`src/rtl/fpu_round.sv`:
```
// Three-stage IEEE-754 binary64 rounding: pre-normalise, round-increment, post-normalise.
// Output fields feed fpu_exceptions directly; no special-value handling happens here.
module fpu_round (
  input  logic        clk,
  input  logic        rst,
  input  logic        enable,
  input  logic        in_valid,
  input  logic [1:0]  round_mode,
  input  logic        sign_term,
  input  logic [11:0] exponent_term,
  input  logic [55:0] mantissa_term,
  output logic [63:0] round_out,
  output logic [11:0] exponent_final,
  output logic [1:0]  round_bits,
  output logic        out_valid
);

  // Valid semantics: in_valid is sampled on every edge with enable=1; the operand's
  // result appears with out_valid=1 after the third enabled edge. There is no ready;
  // enable=0 freezes every stage (including out_valid) and rst discards all flights.

  // S1: pre-normalise
  logic        s1_valid;
  logic        s1_sign;
  logic [1:0]  s1_mode;
  logic [11:0] s1_exp;
  logic [54:0] s1_norm;
  logic [54:0] norm_d;
  logic [11:0] exp1_d;

  always_comb begin
    norm_d = mantissa_term[54:0];
    exp1_d = exponent_term;
    if (mantissa_term[55]) begin
      // shift right one place, folding the dropped bit into sticky
      norm_d = {mantissa_term[55:2], mantissa_term[1] | mantissa_term[0]};
      exp1_d = exponent_term + 12'd1;
    end
  end

  always_ff @(posedge clk) begin
    if (rst) begin
      s1_valid <= 1'b0;
      s1_sign  <= 1'b0;
      s1_mode  <= 2'b00;
      s1_exp   <= 12'd0;
      s1_norm  <= 55'd0;
    end else if (enable) begin
      s1_valid <= in_valid;
      s1_sign  <= sign_term;
      s1_mode  <= round_mode;
      s1_exp   <= exp1_d;
      s1_norm  <= norm_d;
    end
  end

  // S2: round decision and increment
  logic        s2_valid;
  logic        s2_sign;
  logic [11:0] s2_exp;
  logic [53:0] s2_sum;
  logic [1:0]  s2_rb;
  logic        inc;
  logic        lsb_b;
  logic        guard_b;
  logic        sticky_b;
  logic [53:0] sum_d;

  always_comb begin
    lsb_b    = s1_norm[2];
    guard_b  = s1_norm[1];
    sticky_b = s1_norm[0];
    inc      = 1'b0;
    case (s1_mode)
      2'b00:   inc = guard_b & (sticky_b | lsb_b);
      2'b01:   inc = 1'b0;
      2'b10:   inc = (guard_b | sticky_b) & ~s1_sign;
      default: inc = (guard_b | sticky_b) & s1_sign;
    endcase
    sum_d = {1'b0, s1_norm[54:2]} + {53'd0, inc};
  end

  always_ff @(posedge clk) begin
    if (rst) begin
      s2_valid <= 1'b0;
      s2_sign  <= 1'b0;
      s2_exp   <= 12'd0;
      s2_sum   <= 54'd0;
      s2_rb    <= 2'b00;
    end else if (enable) begin
      s2_valid <= s1_valid;
      s2_sign  <= s1_sign;
      s2_exp   <= s1_exp;
      s2_sum   <= sum_d;
      s2_rb    <= s1_norm[1:0];
    end
  end

  // S3: post-normalise and pack
  logic [51:0] frac_d;
  logic [11:0] expf_d;

  always_comb begin
    frac_d = s2_sum[51:0];
    expf_d = s2_exp;
    if (s2_sum[53]) begin
      frac_d = s2_sum[52:1];
      expf_d = s2_exp + 12'd1;
    end else if ((s2_exp == 12'd0) && s2_sum[52]) begin
      // subnormal rounded up into the smallest normal
      expf_d = 12'd1;
    end
  end

  always_ff @(posedge clk) begin
    if (rst) begin
      out_valid      <= 1'b0;
      round_out      <= 64'd0;
      exponent_final <= 12'd0;
      round_bits     <= 2'b00;
    end else if (enable) begin
      out_valid      <= s2_valid;
      round_out      <= {s2_sign, expf_d[10:0], frac_d};
      exponent_final <= expf_d;
      round_bits     <= s2_rb;
    end
  end

endmodule

```
`config.mk`:
```
export PLATFORM = sky130hd
export DESIGN_NAME = fpu_round
export DESIGN_NICKNAME = d
export VERILOG_FILES = /design/src/rtl/fpu_round.sv
export SDC_FILE = /design/constraint.sdc
export NUM_CORES = 1
export LEC_CHECK = 0
export CORE_MARGIN = 2
export CORE_UTILIZATION = 58
export CTS_CLUSTER_SIZE = 40
export DETAILED_ROUTE_END_ITERATION = 10
export GPL_ROUTABILITY_DRIVEN = 0
export PLACE_DENSITY = 0.95
export SETUP_SLACK_MARGIN = 0.1
export SYNTH_ARGS = -nofsm -noshare
export SYNTH_HDL_FRONTEND = slang
export SYNTH_SLANG_ARGS = --single-unit
```
`constraint.sdc`:
```
create_clock -name clk -period 7.02 [get_ports clk]
set_input_delay 1.053 -clock clk [delete_from_list [all_inputs] [get_ports clk]]
set_output_delay 1.053 -clock clk [all_outputs]
set_load 0.05 [all_outputs]
```
Word level (Yosys, flattened, before mapping). Cells that the tools add are included.

Bits in latches: 0. Output and inout port bits: 79. Bits in writable memories: 0. Register bits: 220. Memories kept: 0. Memory bits (read-only): 0. Input bits: 75. Word-level logic and storage cells: 35.

Add/sub/neg operators: 3. Bitwise logic cells: 7. Order comparisons: 0. Multiply operators: 0. Equal/unequal tests: 2. Reduce and logical (&&, ||, !) cells: 3. Shifts and indexed selects: 0. Divide/modulo/power cells: 0. Muxes and demuxes: 6.

Operators with widths (count): two-way mux 55 bit (1); adder 53 x 1 -> 54 bit (1); two-way mux 52 bit (1); two-way mux 12 bit (3); adder 12 x 1 -> 12 bit (second input constant) (2); logical NOT 12 bit (1); bitwise AND 1 bit (3); bitwise OR 1 bit (3); one-hot mux 1 bit (3 select lines) (1); equality test 2 x 1 -> 1 bit (second input constant) (1); equality test 2 bit (second input constant) (1); logical NOT 2 bit (1); logical AND 1 bit (1); NOT 1 bit (1).

Logic depth before layout (Yosys ltp). Gate-level depths: netlist of the first run.

Word-level depth: 4. Mapped depth: 11. Gate-level depth less buffers: 11.

Least setup slack after synthesis of the first run. No wires, ideal clock.

Path kind: input to register. Start point: input port mantissa_term[55]. End point: register s1_norm[1]. Library setup time: 0.137 ns. Setup slack: 4.459 ns. Stages: 5. Path buffers: 3. Arrival time: 2.423 ns. Path through: clkbuf_1 buf_1 buf_1 mux2i_1 a211oi_1.

Cells in the longest elaborated chain, start to end: 1.

RTL lines: start: declaration (line 11) `input logic [55:0] mantissa_term,`; two-way mux 55 bit (line 34) `if (mantissa_term[55]) begin`; end signal: assignment (line 53) `s1_norm <= norm_d;`; end: declaration (line 27) `logic [54:0] s1_norm;`.

No other way between the ends. A chain may end at the register's enable or synchronous reset.

Final worst setup path of the first run.
Start point: register s1_norm[0]. End point: register s2_sum[39].

Cells in the longest elaborated chain, start to end: 4. Elaborated cells between the ends (all ways): 7.

RTL lines: bitwise OR 1 bit, on equally long branches (line 77, 78, 75); bitwise AND 1 bit, on equally long branches (line 78, 75, 77); one-hot mux 1 bit (3 select lines) * (line 74) `case (s1_mode)`; adder 53 x 1 -> 54 bit * (line 80) `sum_d = {1'b0, s1_norm[54:2]} + {53'd0, inc};`; end signal: assignment (line 94) `s2_sum <= sum_d;`; end: declaration (line 61) `logic [53:0] s2_sum;`.

Mark *: on every way between the ends. The rest lies on a longest branch, timed or not.

==> metrics list, run 1 <==
- The flow ran to the end, and the final reports show no timing, DRC or antenna violations.
- STA classifies the critical path endpoint as a flop.
- The critical path is of the flop to flop type.
- Clock-pin slew was measured on the worst setup and hold paths at 60 ps.
- After detailed routing, the number of vias per cell comes to 5.91.
- Initial detailed-routing violation count: 702
- CP Launch Type: flop
- The synthesized design contains 209 register bits.
- Average footprint of a synthesized cell: 9.04 µm²
- Compared with the post-synthesis result, the final layout area differs by 22.5%.
- The net count of the finished layout is 1239.
- Overall routed net length: 22800 µm
- In this run the worst path has a maximum fanout of 16.
* All-Layer GR Usage: 24.9%
* Xor and xnor fraction of the mapped netlist area: under 10%
- Reg power frac: a little under half
- Placeable core region: around 16000 µm²
* Dominant combinational cell family by area after synthesis: simple AND/OR/NAND/NOR gates
- Peak Freq: 335 MHz
- Maximum single-stage delay on the critical path: roughly 550 ps
* EDFF count, synth: 0
- Power comes to 2.88 mW.
- Leaving out fill and tap cells, the most frequent cell in the layout is nor2_1.
- For this design the top-level I/O count stands at 154.
- Antenna Nets Post-Route: 0
- The later pin in the worst-skew pair is clocked with a latency of 500 ps.
* H-tree levels: 1
* Netlist area before placement: 9690 µm²
- Leaving out fill and tap cells, the most frequent cells in the layout are 216 x nor2_1, 208 x dfxtp_1, 161 x a211oi_1.
- Pwr Density: 243 nW/µm²
- Across the VDD grid, the largest voltage drop is 0.000153 V.
- Placed wire-length estimate: 14300 µm
- Yosys printed 0 warnings.
* Relative contribution of the clock network to total power: roughly two fifths
- Count of buffers inserted at the top-level ports: 153
* Setup TNS: 0 ps
* Number of global-route vias before repair: 7661
- Data on the critical path arrives at its endpoint at between 3000 and 4000 ps.
- Among all flip-flop cells after synthesis, the most frequent one is dfxtp_1.
* Number of instances in the synthesized netlist: 1071
* Worst-path cell chain: nor2_1, nor2_1, nor2_1, nor3_1, ha_1, and4_1, nor3b_2, buf_4, nand3_2, or4_1, a311oi_1
* Total of cells resized after clock tree synthesis: 0
- Tcrit/Tclk final: 42.5%
- In this run the horizontal extent of the chip is 133 µm.
- # diodes: 0
- At the pin with the least slew margin, the transition time is 1200 ps.
- Across all layers, the routed design uses 8234 vias.
* Total leakage power: 4.21 nW
- TritonCTS built the clock tree.
* Fraction of the mapped netlist area in compound gates: 15.7%
* Root Buffer Master: clkbuf_16
- Portion of netlist area occupied by mux cells: 14.2%
- After synthesis, the netlist uses 37 different library cells.
- In this run the core area contains 47 standard-cell rows.
- Die boundary height: 133 µm
- For this design the total switching power over the nets is roughly 780 µW.
- Number of setup violations in the final report: 0
* Number of max-slew violations in the final report: 0
- Required time at the endpoint of the critical path: about 7400 ps
* Clk sink count: roughly 210
- Post-Route Skew: 10.3 ps
- After synthesis, the share of flip-flops with an asynchronous set or reset is 0%.
- TritonCTS created 22 clock buffers.
* Internal power summed over all cells: 2.11 mW
- Remaining routing DRC violations: 0
- Fraction of layout instances using a drive strength above 1: 4.43%
- The largest individual stage delay along the critical path comes from the cell or4_1.
- Of the synthesized area, sequential elements account for 43.2%.
- Worst hold path class: flop to flop
- The cell that appears most often on the critical path is nor2_1.
* Global-route wire length before repair: about 37000 µm
- DRT Pass-1 Iters: 6
- Total gr overflow: 0
- Die Outline Area: 17700 µm²
- Combinational share of power: 14.4%
* Starting Density: 58.8%
- Setup repair after global routing left no endpoint under its margin.
* Fraction of power spent switching nets: 26.9%
- Synthesis produced a netlist with a net count of 1152.
- Total count of hold-check failures in the final report: 0
- The number of antenna violations at the first check in global routing came to 0.
* Post-CTS setup-driven buffer insertion count: 0
- Post-route minimum period: 2990 ps
* Number of buffers added to fix hold violations after cts: 0
- Simple logic cell fraction of the synthesized area: approximately 17%
- Routed wire per std cell: 16.3 µm
* Bufs on Longest Clock Path: 3
- Entering global routing, the biggest net connects slightly below 200 pins.
- # Max-Cap Violations: 0
- The synthesized netlist devotes 0.775% of its cell area to adder and majority cells.
- Headroom to the max-slew limit came out at 20.2%.
==> worst max-delay path: cells and delay by family (launching register included) <==
family | cells | cell delay [ps]
DFF | 1 | 370
and+or+nand+nor | 8 | 1690
AOI/OAI and AO/OA | 1 | 250
buffers and inverters | 1 | 290
adders and majority gates | 1 | 280
==> kinds of logic (layout without fill, tap and decap cells) <==
kind of cell,count (synthesis),in the layout
buffers and inverters,107,209
flip-flops,209,209
multiplexers,137,137
AND/OR/NAND/NOR,353,353
XOR/XNOR,52,52
AO/OA/AOI/OAI,207,207
adder cells (fa/ha/maj),6,6
==> cell usage after synthesis, drive strengths merged (13+ instances only) <==
| cell type | n | share of area (%) |
|---|---|---|
| nor2 | 216 | 8.4 |
| dfxtp | 209 | 43 |
| a211oi | 161 | 12 |
| mux2i | 137 | 14 |
| clkbuf | 69 | 2.7 |
| xor2 | 39 | 3.5 |
| nand4 | 31 | 2.1 |
| buf | 28 | 1.5 |
| nand3 | 25 | 1.4 |
| nand2 | 23 | 0.89 |
| o21ai | 18 | 0.93 |
| a311oi | 17 | 1.5 |
| or3 | 16 | 1.0 |
| xnor2 | 13 | 1.2 |
==> per-layer routing <==
layer,part of all wire [%],GRT usage [%],vias to the layer above
met5,0,0,-
met4,3.3,10.0,0
met3,5.2,3.42,65
met2,49,42.3,258
met1,42,32.2,3854
li1,-,-,4057
==> sequential cells by signal, summed over array words and instances (netlist names) <==
register        cells
exponent_final      1
out_valid           1
round_bits          2
round_out          64
s1_exp             12
s1_mode             2
s1_norm            55
s1_sign             1
s1_valid            1
s2_exp             12
s2_rb               2
s2_sign             1
s2_sum             54
s2_valid            1
==> power by group through the flow <==
stage | combinational, mW | sequential [mW] | clock, mW
2_1_floorplan | 0.209 | 1.42 | 0
3_3_place_gp | 0.401 | 1.35 | 0
3_5_place_dp | 0.412 | 1.36 | 0
4_1_cts | 0.417 | 1.33 | 1.14
5_1_grt | 0.450 | 1.34 | 1.19
6_report | 0.416 | 1.34 | 1.13
==> path summary, 6_finish.rpt <==
check,start,endpoint,slack [ps],cells past startpoint
setup / recovery,s1_norm[0]$_SDFFE_PP0P_,s2_sum[39]$_SDFFE_PP0P_,4030,11
hold / removal,round_out[13]$_SDFFE_PP0P_,round_out[13]$_SDFFE_PP0P_,480,2
setup reg to reg,s1_norm[0]$_SDFFE_PP0P_,s2_sum[39]$_SDFFE_PP0P_,4030,11
hold reg to reg,round_out[13]$_SDFFE_PP0P_,round_out[13]$_SDFFE_PP0P_,480,2
==> area by class of cell <==
cell class / instances / area (µm²)
clock buffer: 34 / 687
clock inverter: 5 / 28.8
fill: 1161 / 4600
inverter: 10 / 37.5
multi-input combinational: 755 / 5060
sequential: 209 / 4190
tap: 220 / 275
timing repair buffer: 160 / 1590
==> stage by stage <==
stage	hold WS [ps]	worst slack [ps]	utilization [%]	cells	instance area, µm²
2_1_floorplan	460	4460	-	1071	9690
3_3_place_gp	472	3760	67.7	1354	11100
3_5_place_dp	476	3690	67.7	1354	11100
4_1_cts	484	4060	72.0	1393	11900
5_1_grt	495	3850	72.0	1393	11900
6_report	482	4030	72.0	1393	11900
Note: power is estimated with default switching activity, not from simulation.
==> inputs of run 2 (changes only) <==
--- a/config.mk
+++ b/config.mk
@@ -6,11 +6,11 @@
 export NUM_CORES = 1
 export LEC_CHECK = 0
 export CORE_MARGIN = 2
-export CORE_UTILIZATION = 58
+export CORE_UTILIZATION = 49
 export CTS_CLUSTER_SIZE = 40
 export DETAILED_ROUTE_END_ITERATION = 10
 export GPL_ROUTABILITY_DRIVEN = 0
-export PLACE_DENSITY = 0.95
+export PLACE_DENSITY = 0.88
 export SETUP_SLACK_MARGIN = 0.1
 export SYNTH_ARGS = -nofsm -noshare
 export SYNTH_HDL_FRONTEND = slang
==> constraint.sdc (replaced) <==
create_clock -name clk -period 2.6 [get_ports clk]
set_input_delay 0.39 -clock clk [delete_from_list [all_inputs] [get_ports clk]]
set_output_delay 0.39 -clock clk [all_outputs]
set_load 0.05 [all_outputs]
==> run 2 against run 1 <==
Compared with the run above:
- cell count up 5.0%
- clock power rose to 2.9 times the previous value
- combinational power increased to 2.8 times the previous value
- critical endpoint is now s2_sum[32]$_SDFFE_PP0P_
- worst hold slack worse by 93 ps
- count of clock-buffer cells in the layout fell by 1
- utilization fell by 8.5 points
- sequential power rose to 2.7 times the previous value
- fmax up 18%
==> metrics list, run 2 (same netlist as run 1, synthesis figures left out) <==
- Outcome: complete, no violations (unchanged).
- Critical setup path kind: flop to flop (unchanged)
- The number of I/O pins was 154 (unchanged).
- Relative area change from synthesis to final layout: 27.3% (was 22.5%)
- The global route total overflow was 0 (unchanged).
* Overall routed net length: 23600 µm (was 22800 µm)
* H-tree levels: 1 (unchanged)
- Total leakage power: 4.42 nW (was 4.21 nW)
* Combinational share of power: 14.3% (was 14.4%)
- The worst supply voltage drop on vdd came to 0.000430 V (was 0.000153 V).
* Die boundary height: 145 µm (was 133 µm)
- The total half-perimeter wirelength after legalization and detailed placement is 15600 µm (was 14300 µm).
* Vias per std cell: 5.73 (was 5.91)
* Number of buffers added by the clock tree synthesis step: 22 (unchanged)
* Transition at the pin with the smallest max-transition slack: 708 ps (was 1200 ps)
* Die Outline Area: 20900 µm² (was 17700 µm²)
- The number of slew-limit violations in the final report was 0 (unchanged).
* Clk sink count: 209 (unchanged)
* Count of fill cells added during filler insertion: 1545 (was 1161)
- The count of inserted antenna diode cells was 0 (unchanged).
- The top fanout value on the critical path was 5 (was 16).
- The width of the die is 145 µm (was 133 µm).
- Reg power frac: 44.9% (was 46.3%)
- The via count of the first global-routing pass came to 7538 (was 7661).
* Routed vias: 8373 (was 8234)
* Initial detailed-routing violation count: 656 (was 702)
- Clk pin slew, worst setup/hold paths: 60 ps (about the same)
* Starting Density: 49.9% (was 58.8%)
* Bufs on Longest Clock Path: 3 (unchanged)
- Initial antenna violation count: 0 (unchanged)
- The cell area after placement is 11400 µm² (was 11100 µm²).
- Register ranked first by flip-flop count: round_out (unchanged)
- Worst hold path class: input port to flop (was flop to flop)
- Post-route minimum period: 2530 ps (was 2990 ps)
- The worst slew slack as a fraction of its limit is 52.8% (was 20.2%).
- The residual antenna-violating net count after detailed routing is 0 (unchanged).
- The maximum achievable frequency was 395 MHz (was 335 MHz).
* Pin count of the biggest net entering global routing: 121 (was 197)
- The ratio of total power to cell area came to 651 nW/µm² (was 243 nW/µm²).
* Switching pwr: 2.11 mW (was 776 µW)
- Most frequent standard cell in the layout excluding fill and tap cells: nor2_1 (unchanged)
* Core Rows: 51 (was 47)
- # Max-Cap Violations: 0 (unchanged)
* Placeable core region: 19400 µm² (was 16500 µm²)
- The wire length of the first global-routing pass is 37200 µm (was 37100 µm).
- The number of placed cells counting well taps was 1415 (was 1354).
- Unrepaired setup endpoints after global routing: yes (was no)
* Required time at the endpoint of the critical path: 2930 ps (was 7420 ps)
- Sum of internal, switching and leakage power: 8.03 mW (was 2.88 mW)
* Post-Route Skew: 15.5 ps (was 10.3 ps)
- Largest registers: round_out: 64 flops, s1_norm: 55 flops, s2_sum: 54 flops (unchanged).
- The overall fraction of global-route tracks in use was 21.7% (was 24.9%).
* Final Instance Count excl. Fillers: 1462 (was 1393)
- Fraction of layout instances using a drive strength above 1: 7.94% (was 4.43%)
- Nets: 1262 (was 1239)
* Number of setup violations in the final report: 0 (unchanged)
* Multi-input gate area: 5200 µm² (was 5060 µm²)
- The number of buffers inserted by hold repair at cts is 0 (unchanged).
- Internal power summed over all cells: 5.92 mW (was 2.11 mW)
* Signal arrival time at the worst endpoint: 2870 ps (was 3390 ps)
- Commonest cells after routing, fill and taps aside: 216 x nor2_1, 206 x dfxtp_1, 160 x a211oi_1 (was 216 x nor2_1, 208 x dfxtp_1, 161 x a211oi_1).
- Clock tree from TritonCTS: yes (unchanged)
- Relative contribution of the clock network to total power: 40.7% (was 39.2%)
* Remaining routing DRC violations: 0 (unchanged)
- CP Launch Type: flop (unchanged)
- The number of flip-flops under the largest register name was 64 (unchanged).
* Post-layout instance area: 12300 µm² (was 11900 µm²)
* Root Buffer Master: clkbuf_16 (unchanged)
- The switching part of the total power was 26.3% (was 26.9%).
- The storage element area was 4190 µm² (about the same).
- The clock latency reported for the late side of the worst-skew pair is 500 ps (about the same).
- The share of the cycle needed by the critical path after routing was 97.4% (was 42.5%).
- The count of port buffers added during placement was 153 (unchanged).
- Endpoint type of the worst setup path: flop (unchanged)
- The total iterations of the first detailed-routing run came to 5 (was 6).
* Total count of hold-check failures in the final report: 0 (unchanged)
- The routed length per instance was 16.1 µm (was 16.3 µm).
[run 2: power groups by stage]
stage	sequential [mW]	clock, mW	combinational, mW
2_1_floorplan	3.83	0	0.566
3_3_place_gp	3.66	0	1.11
3_5_place_dp	3.67	0	1.13
4_1_cts	3.60	3.33	1.14
5_1_grt	3.63	3.47	1.24
6_report	3.61	3.27	1.15
[run 2: metal layers]
layer	vias to the layer above	GRT usage (%)	part of all wire, %	wire length [µm]
met5	-	0	0	0
met4	0	8.33	3.4	802
met3	68	2.72	4.9	1150
met2	270	35.2	48	11200
met1	3906	29.5	44	10400
li1	4129	-	-	-
[run 2: area by class of cell]
cell class,instances,share of cell area [%]
tap,265,2.69
inverter,10,0.304
multi-input combinational,756,42.2
timing repair buffer,182,14.7
sequential,209,34.0
clock inverter,7,0.893
clock buffer,33,5.30
[run 2: worst max-delay path: stages, from the launching register on]
cell      delay (ps)
dfxtp_1          370
a21oi_1           90
nor3_2           210
ha_2             220
buf_4            120
ha_2             180
nand3_4           90
nor3_4           210
buf_4            180
nand3_4           80
buf_4            170
o21ai_0          300
a311oi_2         160
[run 2: worst paths after layout]
kind	from	to	slack, ps	depth (start not counted)
max	s1_mode[1]$_SDFFE_PP0P_	s2_sum[32]$_SDFFE_PP0P_	70	12
max reg2reg	s1_mode[1]$_SDFFE_PP0P_	s2_sum[32]$_SDFFE_PP0P_	70	12
min reg2reg	round_out[27]$_SDFFE_PP0P_	round_out[27]$_SDFFE_PP0P_	490	2
min	mantissa_term[55]	s1_exp[3]$_SDFFE_PP0P_	390	4
[run 2: stage by stage]
stage               hold slack, ps  setup TNS, ps  worst slack [ps]  util [%]
floorplan                      460              0               202         -
global placement               470              0               139      58.7
detailed placement             479          -9.09             -9.09      58.7
CTS                            371              0               117      62.9
global route                   407          -15.6             -15.6      63.6
finish                         389              0              66.4      63.6
[run 2: repair_timing]
action,in CTS,in global routing
buffers inserted,2,4
resized for setup,9,19
cloned,1,0
setup endpoints to repair,13,24
pin swaps,3,11
==> inputs of run 3 (changes only) <==
--- a/config.mk
+++ b/config.mk
@@ -15,3 +15,4 @@
 export SYNTH_ARGS = -nofsm -noshare
 export SYNTH_HDL_FRONTEND = slang
 export SYNTH_SLANG_ARGS = --single-unit
+export TNS_END_PERCENT = 1
==> run 3 against run 2 <==
Compared with the run above:
- clock power increased by 1%
- register-to-register slack improved by 20 ps
- setup slack improved by 19 ps
- global-route usage decreased by 0.47 points
- sequential cell count unchanged
- critical endpoint is now s2_sum[49]$_SDFFE_PP0P_
- combinational power about the same
- total power increased by 0.43%
- fmax increased by 0.74%
- count of clock-buffer cells in the layout decreased by 2
- critical path depth unchanged
- clock skew decreased by 6.8 ps
- sequential share of layout area increased by 0.15 points
==> metrics list, run 3 (same netlist as run 1, synthesis figures left out) <==
- The met2 track demand over resource in global routing is 36.1% (was 35.2%).
- Remaining routing DRC violations: 0 (unchanged)
- Core Rows: 51 (unchanged)
* Clk sink count: 209 (unchanged)
- Relative area change from synthesis to final layout: 26.8% (was 27.3%)
- Total gr overflow: 0 (unchanged)
- Number of setup violations in the final report: 0 (unchanged)
- # diodes: 0 (unchanged)
- Startpoint of the lowest-slack register-to-register path: s1_norm[2]$_SDFFE_PP0P_ (was s1_mode[1]$_SDFFE_PP0P_)
- Top fanout value on the critical path: 6 (was 5)
- The maximum achievable frequency was 398 MHz (was 395 MHz).
- Fraction of power spent switching nets: 26.6% (was 26.3%)
- Launching element of the worst setup path: s1_norm[2]$_SDFFE_PP0P_ (was s1_mode[1]$_SDFFE_PP0P_)
* Clock tree from TritonCTS: yes (unchanged)
- Tcrit/Tclk final: 96.7% (was 97.4%)
- Met3 routing resource usage after global routing: 3.25% (was 2.72%)
- The most used routing layer is met2 (unchanged).
- The cell internal power dissipation came to 5.92 mW (about the same).
- The via count was 8246 (was 8373).
* Worst hold path class: input port to flop (unchanged)
- The switching power total came to 2.14 mW (was 2.11 mW).
- Commonest cells after routing, fill and taps aside: 216 x nor2_1, 206 x dfxtp_1, 157 x a211oi_1 (was 216 x nor2_1, 206 x dfxtp_1, 160 x a211oi_1)
- The routed length per instance is 15.7 µm (was 16.1 µm).
* Die Outline Area: 20900 µm² (unchanged)
- The origin of the worst min-delay path was mantissa_term[55] (unchanged).
* Bufs on Longest Clock Path: 3 (unchanged)
- The number of violations reported at the end of detailed-routing iteration 0 is 546 (was 656).
* Initial antenna violation count: 0 (unchanged)
- The relative contribution of sequential cells to total power came to 44.6% (was 44.9%).
- All-Layer GR Usage: 21.2% (was 21.7%)
- The final worst clock skew came to 8.74 ps (was 15.5 ps).
- The static leakage was 4.38 nW (was 4.42 nW).
- Setup TNS: 0 ps (unchanged)
- Root Buffer Master: clkbuf_16 (unchanged)
- The storage element area came to 4190 µm² (unchanged).
- The wire length of the first global-routing pass is 36500 µm (was 37200 µm).
- Total count of hold-check failures in the final report: 0 (unchanged)
- The clock period minus worst slack came to 2510 ps (was 2530 ps).
- The slew of the pin with the lowest slew margin is 780 ps (was 708 ps).
- Placed wire-length estimate: 15400 µm (was 15600 µm)
- DRT Pass-1 Iters: 5 (unchanged)
- The count of port buffers added during placement is 153 (unchanged).
- Nets: 1259 (was 1262)
* Clock insertion delay at the later pin of the skew report: 490 ps (was 500 ps)
- Overall routed net length: 22900 µm (was 23600 µm)
- The type of the setup path with the least slack was flop to flop (unchanged).
- The sort of element at the end of the critical path is a flop (unchanged).
- Clk pin slew, worst setup/hold paths: 60 ps (about the same)
- Relative contribution of the clock network to total power: 41.1% (was 40.7%)
* Flip-flop count of the largest register after layout: 64 (unchanged)
* Signal arrival time at the worst endpoint: 2910 ps (was 2870 ps)
- The data required time of the worst path is 3000 ps (was 2930 ps).
- The initial core utilization was 49.9% (unchanged).
* Pwr Density: 657 nW/µm² (was 651 nW/µm²)
* H-tree levels: 1 (unchanged)
- Placeable core region: 19400 µm² (unchanged)
- The CTS buffer count is 23 (was 22).
- The final-layout worst hold slack came to 414 ps (was 389 ps).
- Count of fill cells added during filler insertion: 1568 (was 1545)
- The pin count of the biggest net entering global routing came to 102 (was 121).
- Largest registers: round_out: 64 flops, s1_norm: 55 flops, s2_sum: 54 flops (unchanged).
* Register ranked first by flip-flop count: round_out (unchanged)
- The height of the die was 145 µm (unchanged).
* Die extent in x: 145 µm (unchanged)
* Combinational share of power: 14.3% (about the same)
- The number of I/O pins is 154 (unchanged).
* Multi-input gate area: 5140 µm² (was 5200 µm²)
- The detailed-route vias per instance is 5.65 (was 5.73).
- Unrepaired setup endpoints after global routing: yes (unchanged)
- The number of buffers inserted by hold repair at cts was 0 (unchanged).
- Met1 layer usage reported by global route: 27.9% (was 29.5%)
- Fraction of layout instances using a drive strength above 1: 7.54% (was 7.94%)
- The most frequent standard cell in the layout excluding fill and tap cells is nor2_1 (unchanged).
* Relative max-transition margin: 48.0% (was 52.8%)
* CP Launch Type: flop (unchanged)
* Antenna Nets Post-Route: 0 (unchanged)
- Number of global-route vias before repair: 7404 (was 7538)
- Outcome: complete, no violations (unchanged)
- The fraction of the core area covered by cells at the end of the flow was 63.3% (was 63.6%).
* Largest voltage drop on the vdd net: 0.000453 V (was 0.000430 V)
* # Max-Cap Violations: 0 (unchanged)
- Number of max-slew violations in the final report: 0 (unchanged)
[run 3: cell types whose count changed in the layout (fill, tap and decap cells not counted), moves of 3 or more]
cell        before  now
a311oi_1        12   15
clkinvlp_4       0    3
a211oi_1       160  157
nand3_2          3    0
nand3_1         20   23
a211oi_2         1    4
buf_4           24   21
a311oi_2         5    2
clkbuf_1         6    2
[run 3: layout make-up]
type	count	area share, %
clock inverter	10	0.937
inverter	10	0.306
clock buffer	31	5.51
timing repair buffer	179	14.6
sequential	209	34.1
tap	265	2.70
multi-input combinational	755	41.9
[run 3: layer usage]
| layer | routed length, µm | vias to the layer above |
|---|---|---|
| met5 | 0 | - |
| met4 | 463 | 0 |
| met3 | 1330 | 38 |
| met2 | 11100 | 228 |
| met1 | 10100 | 3858 |
| li1 | - | 4122 |
[run 3: worst max-delay path: stages (launching register included)]
cell and delay [ps]:
dfxtp_2 320, nor2_1 40, nor2_1 90, nor2_1 70
nor3_2 170, ha_2 240, and4_4 240, nor3b_4 280
buf_6 150, nand3_4 90, buf_6 180, or3_1 310
a311oi_1 250
[run 3: what timing repair did]
item | CTS | global route
gates cloned | 0 | 0
setup endpoints to repair | 19 | 36
resized for setup | 5 | 15
pin swaps | 5 | 8
setup buffers | 5 | 2
[run 3: path summary, 6_finish.rpt]
check                                to  slack [ps]  cells past startpoint
min              s1_exp[0]$_SDFFE_PP0P_         410                      3
max             s2_sum[49]$_SDFFE_PP0P_          90                     12
min reg2reg  round_out[22]$_SDFFE_PP0P_         490                      2
max reg2reg     s2_sum[49]$_SDFFE_PP0P_          90                     12
[run 3: power by group through the flow]
stage | clock network, mW | logic [mW] | registers [mW]
floorplan | 0 | 0.565 | 3.83
global placement | 0 | 1.11 | 3.66
detailed placement | 0 | 1.13 | 3.66
CTS | 3.36 | 1.14 | 3.60
global route | 3.50 | 1.25 | 3.62
finish | 3.31 | 1.15 | 3.60
[run 3: per-stage QoR]
step | total power [mW] | area [µm²] | setup slack [ps] | cells
2_1_floorplan | 4.39 | 9690 | 88.0 | 1071
4_1_cts | 8.10 | 12200 | 64.0 | 1457
3_5_place_dp | 4.80 | 11300 | -108 | 1411
6_report | 8.06 | 12300 | 85.0 | 1459
5_1_grt | 8.37 | 12300 | -27.6 | 1459
3_3_place_gp | 4.77 | 11300 | 2.08 | 1411
